<file path="src/rtl/wb_tim_cmp_pkg.sv">
// Shared constants for the Wishbone timer-compare block: register map, CTRL bit positions,
// compare reset value and a byte-lane merge helper.
package wb_tim_cmp_pkg;

  localparam logic [2:0] ADR_CMP_LO    = 3'd0;
  localparam logic [2:0] ADR_CMP_HI    = 3'd1;
  localparam logic [2:0] ADR_CTRL      = 3'd2;
  localparam logic [2:0] ADR_STATUS    = 3'd3;
  localparam logic [2:0] ADR_PERIOD_LO = 3'd4;
  localparam logic [2:0] ADR_PERIOD_HI = 3'd5;

  localparam int CTRL_EN       = 0;
  localparam int CTRL_IE       = 1;
  localparam int CTRL_PERIODIC = 2;

  localparam logic [63:0] CMP_RESET = 64'hFFFF_FFFF_FFFF_FFFF;

  function automatic logic [31:0] merge_bytes(input logic [31:0] old_val,
                                              input logic [31:0] new_val,
                                              input logic [3:0]  sel);
    logic [31:0] r;
    r = old_val;
    for (int b = 0; b < 4; b++) begin
      if (sel[b]) r[8*b +: 8] = new_val[8*b +: 8];
    end
    return r;
  endfunction

endpackage

</file>
<file path="src/rtl/wb_tim_cmp_if.sv">
// Wishbone classic slave bus bundle for wb_tim_cmp.
// Handshake: an access is presented while cyc_i & stb_i are high and is accepted on the edge
// that raises ack_o; ack_o is held for exactly one cycle, so the master drops or changes the
// request in the cycle ack_o is seen (ack_o acts as ready, cyc_i & stb_i as valid).
interface wb_tim_cmp_if #(
  parameter int AW = 3
) ();
  logic          cyc_i;
  logic          stb_i;
  logic [AW-1:0] adr_i;
  logic          we_i;
  logic [31:0]   dat_i;
  logic [3:0]    sel_i;
  logic          ack_o;
  logic [31:0]   dat_o;

  modport master (output cyc_i, stb_i, adr_i, we_i, dat_i, sel_i, input ack_o, dat_o);
  modport slave  (input cyc_i, stb_i, adr_i, we_i, dat_i, sel_i, output ack_o, dat_o);
endinterface

</file>
<file path="src/rtl/wb_tim_cmp_core.sv">
// Compare engine: cmp/period registers, 64-bit compare, reload adder, pending and irq.
// Periodic reload exists only when TIM_CMP_PERIODIC_EN is defined.
module tim_cmp_core
  import wb_tim_cmp_pkg::*;
(
  input  logic        clk,
  input  logic        rst_n,
  input  logic [63:0] timebase,
  input  logic        cmp_wr,
  input  logic [63:0] cmp_wdata,
  input  logic        ctrl_wr,
  input  logic [2:0]  ctrl_wdata,
  input  logic        clr,
  input  logic        period_lo_wr,
  input  logic        period_hi_wr,
  input  logic [31:0] period_wdata,
  output logic [63:0] cmp,
  output logic [63:0] period,
  output logic [2:0]  ctrl,
  output logic        pending,
  output logic        irq
);

  logic        en, ie, periodic;
  logic        match, reload;
  logic        en_d, ie_d, pending_d;
  logic [63:0] cmp_d, cmp_reload;

  assign match = en & (timebase >= cmp);

`ifdef TIM_CMP_PERIODIC_EN
  assign reload     = match & periodic & (period != 64'd0);
  assign cmp_reload = cmp + period;

  always_ff @(posedge clk) begin
    if (!rst_n) begin
      periodic <= 1'b0;
      period   <= '0;
    end else begin
      if (ctrl_wr)      periodic       <= ctrl_wdata[CTRL_PERIODIC];
      if (period_lo_wr) period[31:0]   <= period_wdata;
      if (period_hi_wr) period[63:32]  <= period_wdata;
    end
  end
`else
  logic unused_ok;
  assign unused_ok  = ^{period_lo_wr, period_hi_wr, period_wdata, ctrl_wdata[CTRL_PERIODIC]};
  assign periodic   = 1'b0;
  assign period     = '0;
  assign reload     = 1'b0;
  assign cmp_reload = cmp;
`endif

  // Hardware set beats W1C; a software commit beats a reload; a CTRL write beats the one-shot clear.
  always_comb begin
    en_d      = en;
    ie_d      = ie;
    pending_d = pending;
    cmp_d     = cmp;
    if (match && !reload) en_d = 1'b0;
    if (ctrl_wr) begin
      en_d = ctrl_wdata[CTRL_EN];
      ie_d = ctrl_wdata[CTRL_IE];
    end
    if (clr)    pending_d = 1'b0;
    if (match)  pending_d = 1'b1;
    if (reload) cmp_d     = cmp_reload;
    if (cmp_wr) cmp_d     = cmp_wdata;
  end

  always_ff @(posedge clk) begin
    if (!rst_n) begin
      en      <= 1'b0;
      ie      <= 1'b0;
      pending <= 1'b0;
      cmp     <= CMP_RESET;
      irq     <= 1'b0;
    end else begin
      en      <= en_d;
      ie      <= ie_d;
      pending <= pending_d;
      cmp     <= cmp_d;
      irq     <= pending_d & ie_d;
    end
  end

  always_comb begin
    ctrl                = '0;
    ctrl[CTRL_EN]       = en;
    ctrl[CTRL_IE]       = ie;
    ctrl[CTRL_PERIODIC] = periodic;
  end

endmodule

</file>
<file path="src/rtl/wb_tim_cmp.sv">
// Wishbone timer-compare slave: decode, ack, registered read mux and CMP_LO shadow.
// Optional periodic auto-reload is enabled with the TIM_CMP_PERIODIC_EN macro.
module wb_tim_cmp
  import wb_tim_cmp_pkg::*;
#(
  parameter int AW = 3,
  parameter int DW = 32
) (
  input  logic          clk_i,
  input  logic          rst_i,
  wb_tim_cmp_if.slave   wb,
  input  logic [63:0]   timebase_i,
  output logic          irq_o
);

  logic [AW-1:0] adr;
  logic          access, wr;
  logic          wr_cmp_lo, wr_cmp_hi, wr_ctrl, wr_status, wr_period_lo, wr_period_hi;
  logic [31:0]   shadow_lo;
  logic [63:0]   cmp, period;
  logic [2:0]    ctrl;
  logic          pending;
  logic [DW-1:0] rdata;

  assign adr    = wb.adr_i;
  assign access = wb.cyc_i & wb.stb_i & ~wb.ack_o;
  assign wr     = access & wb.we_i;

  assign wr_cmp_lo    = wr & (adr == AW'(ADR_CMP_LO));
  assign wr_cmp_hi    = wr & (adr == AW'(ADR_CMP_HI));
  assign wr_ctrl      = wr & (adr == AW'(ADR_CTRL));
  assign wr_status    = wr & (adr == AW'(ADR_STATUS));
  assign wr_period_lo = wr & (adr == AW'(ADR_PERIOD_LO));
  assign wr_period_hi = wr & (adr == AW'(ADR_PERIOD_HI));

  tim_cmp_core u_core (
    .clk          (clk_i),
    .rst_n        (rst_i),
    .timebase     (timebase_i),
    .cmp_wr       (wr_cmp_hi),
    .cmp_wdata    ({merge_bytes(cmp[63:32], wb.dat_i, wb.sel_i), shadow_lo}),
    .ctrl_wr      (wr_ctrl & wb.sel_i[0]),
    .ctrl_wdata   (wb.dat_i[2:0]),
    .clr          (wr_status & wb.sel_i[0] & wb.dat_i[0]),
    .period_lo_wr (wr_period_lo),
    .period_hi_wr (wr_period_hi),
    .period_wdata (wr_period_hi ? merge_bytes(period[63:32], wb.dat_i, wb.sel_i)
                                : merge_bytes(period[31:0],  wb.dat_i, wb.sel_i)),
    .cmp          (cmp),
    .period       (period),
    .ctrl         (ctrl),
    .pending      (pending),
    .irq          (irq_o)
  );

  // CMP_LO reads the live compare value, not the shadow.
  always_comb begin
    rdata = '0;
    case (adr)
      AW'(ADR_CMP_LO):    rdata = DW'(cmp[31:0]);
      AW'(ADR_CMP_HI):    rdata = DW'(cmp[63:32]);
      AW'(ADR_CTRL):      rdata = DW'(ctrl);
      AW'(ADR_STATUS):    rdata = DW'(pending);
      AW'(ADR_PERIOD_LO): rdata = DW'(period[31:0]);
      AW'(ADR_PERIOD_HI): rdata = DW'(period[63:32]);
      default:            rdata = '0;
    endcase
  end

  always_ff @(posedge clk_i) begin
    if (!rst_i) begin
      wb.ack_o  <= 1'b0;
      wb.dat_o  <= '0;
      shadow_lo <= '0;
    end else begin
      wb.ack_o <= wb.cyc_i & wb.stb_i & ~wb.ack_o;
      if (access)    wb.dat_o  <= rdata[31:0];
      if (wr_cmp_lo) shadow_lo <= merge_bytes(shadow_lo, wb.dat_i, wb.sel_i);
    end
  end

endmodule

</file>
<file path="src/flat_wrapper.sv">
// flat-port wrapper written by rule: the top's interface ports become plain ports
module wb_tim_cmp_flat import wb_tim_cmp_pkg::*;
#(
  parameter int AW = 3,
  parameter int DW = 32
)
  (clk_i, rst_i, timebase_i, irq_o, wb_cyc_i, wb_stb_i, wb_adr_i, wb_we_i, wb_dat_i, wb_sel_i, wb_ack_o, wb_dat_o);
  wb_tim_cmp_if #(.AW(AW)) wb_i ();
  input  logic clk_i;
  input  logic rst_i;
  input  logic [63:0] timebase_i;
  output logic irq_o;
  input wire logic [$bits(wb_i.cyc_i)-1:0] wb_cyc_i;
  input wire logic [$bits(wb_i.stb_i)-1:0] wb_stb_i;
  input wire logic [$bits(wb_i.adr_i)-1:0] wb_adr_i;
  input wire logic [$bits(wb_i.we_i)-1:0] wb_we_i;
  input wire logic [$bits(wb_i.dat_i)-1:0] wb_dat_i;
  input wire logic [$bits(wb_i.sel_i)-1:0] wb_sel_i;
  output wire logic [$bits(wb_i.ack_o)-1:0] wb_ack_o;
  output wire logic [$bits(wb_i.dat_o)-1:0] wb_dat_o;
  assign wb_i.cyc_i = wb_cyc_i;
  assign wb_i.stb_i = wb_stb_i;
  assign wb_i.adr_i = wb_adr_i;
  assign wb_i.we_i = wb_we_i;
  assign wb_i.dat_i = wb_dat_i;
  assign wb_i.sel_i = wb_sel_i;
  assign wb_ack_o = wb_i.ack_o;
  assign wb_dat_o = wb_i.dat_o;
  wb_tim_cmp #(.AW(AW), .DW(DW)) u_core (.clk_i(clk_i), .rst_i(rst_i), .wb(wb_i), .timebase_i(timebase_i), .irq_o(irq_o));
endmodule
</file>
<file path="config.mk">
export PLATFORM = sky130hd
export DESIGN_NAME = wb_tim_cmp_flat
export DESIGN_NICKNAME = d
export VERILOG_FILES = /design/src/rtl/wb_tim_cmp_pkg.sv /design/src/rtl/wb_tim_cmp_if.sv /design/src/rtl/wb_tim_cmp_core.sv /design/src/rtl/wb_tim_cmp.sv /design/src/flat_wrapper.sv
export SDC_FILE = /design/constraint.sdc
export NUM_CORES = 1
export LEC_CHECK = 0
export ABC_CLOCK_PERIOD_IN_PS = 2000
export CORE_MARGIN = 10
export CORE_UTILIZATION = 46
export DETAILED_ROUTE_END_ITERATION = 10
export MAX_ROUTING_LAYER = met4
export PLACE_DENSITY = 0.79
export SYNTH_ARGS = -nofsm -noshare
export SYNTH_HDL_FRONTEND = slang
export SYNTH_SLANG_ARGS = --single-unit
</file>
<file path="constraint.sdc">
create_clock -name clk_i -period 2 [get_ports clk_i]
set_clock_uncertainty 0.1 [all_clocks]
set_input_delay 0.4 -clock clk_i [delete_from_list [all_inputs] [get_ports clk_i]]
set_output_delay 0.4 -clock clk_i [all_outputs]
set_load 0.01 [all_outputs]
</file>
---- Word-level counts from Yosys, hierarchy flattened ----
Index checks and enable logic that the tools add are counted.
cells by class
  equal/unequal tests ..................... 3
  multiplexer cells ....................... 6
  add/sub/neg operators ................... 0
  divide/modulo/power cells ............... 0
  shift-type cells ........................ 0
  multiply operators ...................... 0
  order comparisons ....................... 1
  reduce and logical (&&, ||, !) cells .... 10
  bitwise logic cells ..................... 13
operators with widths
  cell                  count
  $pmux W32 S4          1
  $ge A64 B64 Y1        1
  $reduce_and A2 Y1     8
  $and A1 B1 Y1         12
  $eq A3 B2 Y1 const B  2
  $mux W1               5
  $eq A3 B1 Y1 const B  1
  $logic_not A3 Y1      1
  $reduce_bool A2 Y1    1
  $not A1 Y1            1
storage, ports and cells
  memories kept ........................... 0
  input bits .............................. 108
  output and inout bits ................... 34
  latch bits .............................. 0
  register bits after elaboration ......... 133
  memory bits (writable) .................. 0
  bits in read-only memories .............. 0
  word-level logic and storage cells ...... 48

---- Longest topological paths before layout ----
  depth after elaboration ................. 9
  mapped depth ............................ 8
  depth with buffers taken out ............ 8

---- Hierarchy ----
From an unflattened synthesis, not the netlist that was laid out.
unflattened totals
  cells, all modules ...................... 1047
  area, all modules ....................... 8595.7 µm²
modules (own cells, without submodules)
  module        area each (µm²)  seq. area each (µm²)  times used  cells each
  tim_cmp_core  4335.4           1361.3                1           516
  wb_tim_cmp    4260.3           1301.2                1           531

---- Worst setup path before layout ----
OpenSTA, ideal clock, no wires.
  kind .................................... input port to flip-flop
  start point ............................. input port timebase_i[22]
  end point ............................... register u_core.u_core.en
  buffers on the path ..................... 0
  library setup time ...................... 117 ps
  data required time ...................... 1783 ps
  data arrival time ....................... 1977 ps
  stages .................................. 7
  path slack .............................. -195 ps
  cells stage by stage .................... ha_1 nand4_1 or2_0 or4_1 o22ai_1 o211ai_1 a32o_1
between the ends
  longest elaborated chain between the ends .. 3
RTL lines
  what                          RTL line               text
  start, declared               flat_wrapper.sv:11     input logic [63:0] timebase_i;
  $ge A64 B64 Y1                wb_tim_cmp_core.sv:29  assign match = en & (timebase >= cmp);
  $and A1 B1 Y1                 wb_tim_cmp_core.sv:29
  $reduce_bool A2 Y1 (no line)  --
  end signal, assigned          wb_tim_cmp_core.sv:79  en <= en_d;
  end, declared                 wb_tim_cmp_core.sv:24  logic en, ie, periodic;
Every way passes these cells.
A chain may end at the register's enable or synchronous reset.

---- Worst setup path in the final report ----
  start point ............................. input port timebase_i[47]
  end point ............................... register u_core.u_core.en
Same word-level chain as after synthesis.

==> impl_metrics.py <==
metrics = {
    "floorplan": {
        "initial_core_util": 0.472,
        "coreArea_um2": 14000,
        "top_level_ports": 142,
        "dieWidth_um": 140,
        "die_height_um": 140,
        "placement_rows": 43,
        "fp.dieArea_um2": 19600,
    },
    "timing": {
        "max_clock_freq_ghz": 0.451,
        "period_minus_slack_ns": 2.22,
        "max-slew-margin-rel": 0.625,
        "rsz0062_at_grt": "true",
        "finalHoldViolations": 0,
        "setup_violations": 3,
        "finalWorstSetupSlack_ns": -0.215,
        "final.period_utilization": 1.11,
        "finalSetupTns_ns": -0.425,
        "tightest_slew_ns": 0.563,
        "worst_hold_slack_ns": 0.343,
        "max_slew_violation_count": 0,
    },
    "route": {
        "antenna_violating_nets_post_route": 0,
        "drtIter0Drc": 414,
        "routed-via-count": 6422,
        "routedWlPerCell_um": 17.1,
        "vias_per_cell": 5.46,
        "number_of_detailed_route_iterations_in_the_first_pass": 5,
        "drc_errors": 0,
        "finalWirelength_mm": 20.1,
    },
    "cts": {
        "numClockSinks": 133,
        "clockRootBuffer": "sky130_fd_sc_hd__clkbuf_16",
        "cts_hold_buffers": 0,
        "cts_tree": "yes",
        "cts_max_path_buffers": 2,
        "clk_latency_ns": 0.43,
        "cts_htree_levels": 4,
        "numCtsBuffers": 17,
        "clkSlewWorstSetupHoldPaths_ns": 0.05,
    },
    "placed_design": {
        "postPlaceCellArea_um2": 8900,
        "dp.cells": 1140,
        "dpl.hpwl_mm": 14.9,
        "gp_congestion": 0.909,
        "port-buffer-count": 141,
    },
    "setup_path": {
        "worst_ep_arrival_time_ns": 2.43,
        "worst-setup-path-type": "input pin to flop",
        "family_with_the_most_delay_on_the_worst_path": "buffers and inverters",
        "critical_path_peak_fanout": 4,
        "crit_buf_inv": 2,
        "crit_path_cell_trace": "clkdlybuf4s50_1 > ha_1 > nand4_1 > buf_4 > nor3_1 > nand2_1 > nand4_1 > o211ai_1 > a32o_1",
        "critical-path-top-cell-by-count": "sky130_fd_sc_hd__nand4_1",
        "worst_path_largest_cell_delay_ns": 0.44,
        "worstSetupEndpointType": "flop",
        "critPathLaunchType": "input pin",
        "critPathRequiredTime_ns": 2.22,
        "critical_path.slowest_cell": "sky130_fd_sc_hd__clkdlybuf4s50_1",
    },
    "grt": {
        "antenna_violations_before_repair": 0,
        "grt_overflow_total": 0,
        "grt_max_degree": 55,
        "first_global_vias": 6580,
        "grt_pass1_wl_mm": 32.1,
        "grt_util_all_layers": 0.206,
    },
    "yosys": {
        "yosysWarnings": 0,
        "yosysMostFrequentCell": "sky130_fd_sc_hd__dfxtp_1",
        "netlist_top_cells_area": "sky130_fd_sc_hd__dfxtp_1 (40%), sky130_fd_sc_hd__ha_1 (12%), sky130_fd_sc_hd__nand2_1 (6.8%)",
        "post_synth_instance_area_um2": 6610,
        "synth_top_cell_by_area": "sky130_fd_sc_hd__dfxtp_1",
        "yosys-top-cells-count": "sky130_fd_sc_hd__dfxtp_1 (133), sky130_fd_sc_hd__nand2_1 (120), sky130_fd_sc_hd__inv_1 (66), sky130_fd_sc_hd__ha_1 (64), sky130_fd_sc_hd__o211ai_1 (57)",
        "ys_ff_latch": 133,
        "synthArstFlopShare": 0,
        "synth_ff_type": "sky130_fd_sc_hd__dfxtp_1",
        "synth-edff-count": 0,
        "postSynthCellCount": 778,
        "post_synth.cell_area_avg_um2": 8.49,
        "share_of_the_yosys_chip_area_belonging_to_registers": 0.403,
        "synth_cell_type_count": 40,
        "synth_largest_type_area_fraction": 0.403,
        "syn-num-nets": 950,
    },
    "finish": {
        "area_growth_pct": 45.8,
        "design.final.nets": 1157,
        "n_fill_cell": 1068,
        "antennaDiodeCount": 0,
        "final-instance-count-excl-fill": 1177,
        "finalInstanceArea_um2": 9630,
        "final_layout_size_suffix_gt1_frac": 0.169,
    },
    "power": {
        "power.density_cell_area_nw_per_um2": 692,
        "static_power_due_to_leakage_nw": 4.27,
        "power.ir.vdd_worst_uv": 600,
    },
    "status": {
        "run_status": "finished, violations left",
        "failing_checks": "setup timing",
    },
    "job": {
        "drv.max_cap_violation_count": 0,
    },
    "hold_path": {
        "worstHoldPathType": "input pin to flop",
    },
}
## flip-flops by register name (all words and copies together), names as in the netlist
name,cells
u_core.wb.ack_o,1
u_core.u_core.ie,1
u_core.u_core.cmp,64
u_core.u_core.pending,1
u_core.u_core.irq,1
u_core.shadow_lo,32
u_core.u_core.en,1
u_core.wb.dat_o,32
## layout by cell type, fill, tap and decap left out, drive strengths merged, types with 5 or more instances in the layout
master         count
dlygate4sd2        7
nor2              37
a21o               5
clkbuf            21
clkdlybuf4s50    133
nand3             51
dfxtp            133
nand4             15
ha                64
buf               99
nor3b             31
a221oi            32
a21boi            32
nand2            120
nor4               6
o21ai             13
o211ai            57
a21oi             28
clkinv             5
nor2b              8
inv               66
## repair_timing
action | in CTS | in global routing
buffers inserted | 3 | 3
setup endpoints to repair | 3 | 16
pin swaps | 12 | 8
resized for setup | 28 | 20
## worst paths after layout
kind / end / cells past startpoint / slack [ns] / startpoint
max: u_core.u_core.en / 9 / -0.22 / timebase_i[47]
min: u_core.u_core.cmp[19] / 2 / 0.34 / rst_i
max reg2reg: u_core.u_core.en / 8 / -0.20 / u_core.u_core.cmp[20]
min reg2reg: u_core.shadow_lo[23] / 2 / 0.35 / u_core.shadow_lo[23]
## metal layers
| layer | global-route usage | part of all wire | vias up |
|---|---|---|---|
| li1 | - | - | 3181 |
| met1 | 0.237 | 0.43 | 2995 |
| met2 | 0.334 | 0.49 | 207 |
| met3 | 0.0463 | 0.053 | 39 |
| met4 | 0.0957 | 0.026 | 0 |
| met5 | - | 0 | - |
## cell families (layout without fill, tap and decap cells)
family,count (synthesis),after routing,share of synthesized area
multiplexers,3,3,0.00644
buffers and inverters,117,336,0.0691
flip-flops,133,133,0.403
adder cells (fa/ha/maj),64,64,0.121
AND/OR/NAND/NOR,285,285,0.208
AO/OA/AOI/OAI,176,176,0.192
## per-stage QoR
| stage | util | power [W] | setup WS, ns |
|---|---|---|---|
| floorplan | - | 0.00309 | -0.0165 |
| global placement | 0.637 | 0.00356 | -0.705 |
| detailed placement | 0.637 | 0.00357 | -0.727 |
| CTS | 0.683 | 0.00668 | -0.208 |
| global route | 0.689 | 0.00687 | -0.297 |
| finish | 0.689 | 0.00666 | -0.215 |
## power breakdown
part / total, W / internal (W) / switching (W)
combinational: 0.000787 / 0.000444 / 0.000343
clock: 0.00314 / 0.00200 / 0.00113
sequential: 0.00274 / 0.00271 / 0.0000307
## worst reg2reg max path: stages, from the launching register on
cell,delay (ns)
sky130_fd_sc_hd__dfxtp_2,0.33
sky130_fd_sc_hd__inv_1,0.05
sky130_fd_sc_hd__ha_1,0.29
sky130_fd_sc_hd__nand4_1,0.12
sky130_fd_sc_hd__or2_1,0.27
sky130_fd_sc_hd__or4_1,0.41
sky130_fd_sc_hd__o22ai_1,0.12
sky130_fd_sc_hd__o211ai_1,0.16
sky130_fd_sc_hd__a32o_1,0.24
## layout make-up
class | count | area (um^2) | area share
Inverter | 66 | 248 | 0.0257
Timing Repair Buffer | 239 | 2220 | 0.231
Clock buffer | 21 | 460 | 0.0478
Sequential cell | 133 | 2670 | 0.277
Clock inverter | 10 | 130 | 0.0135
Multi-Input combinational cell | 528 | 3680 | 0.382
Tap cell | 180 | 225 | 0.0234
Note: power is estimated with default switching activity, not from simulation.
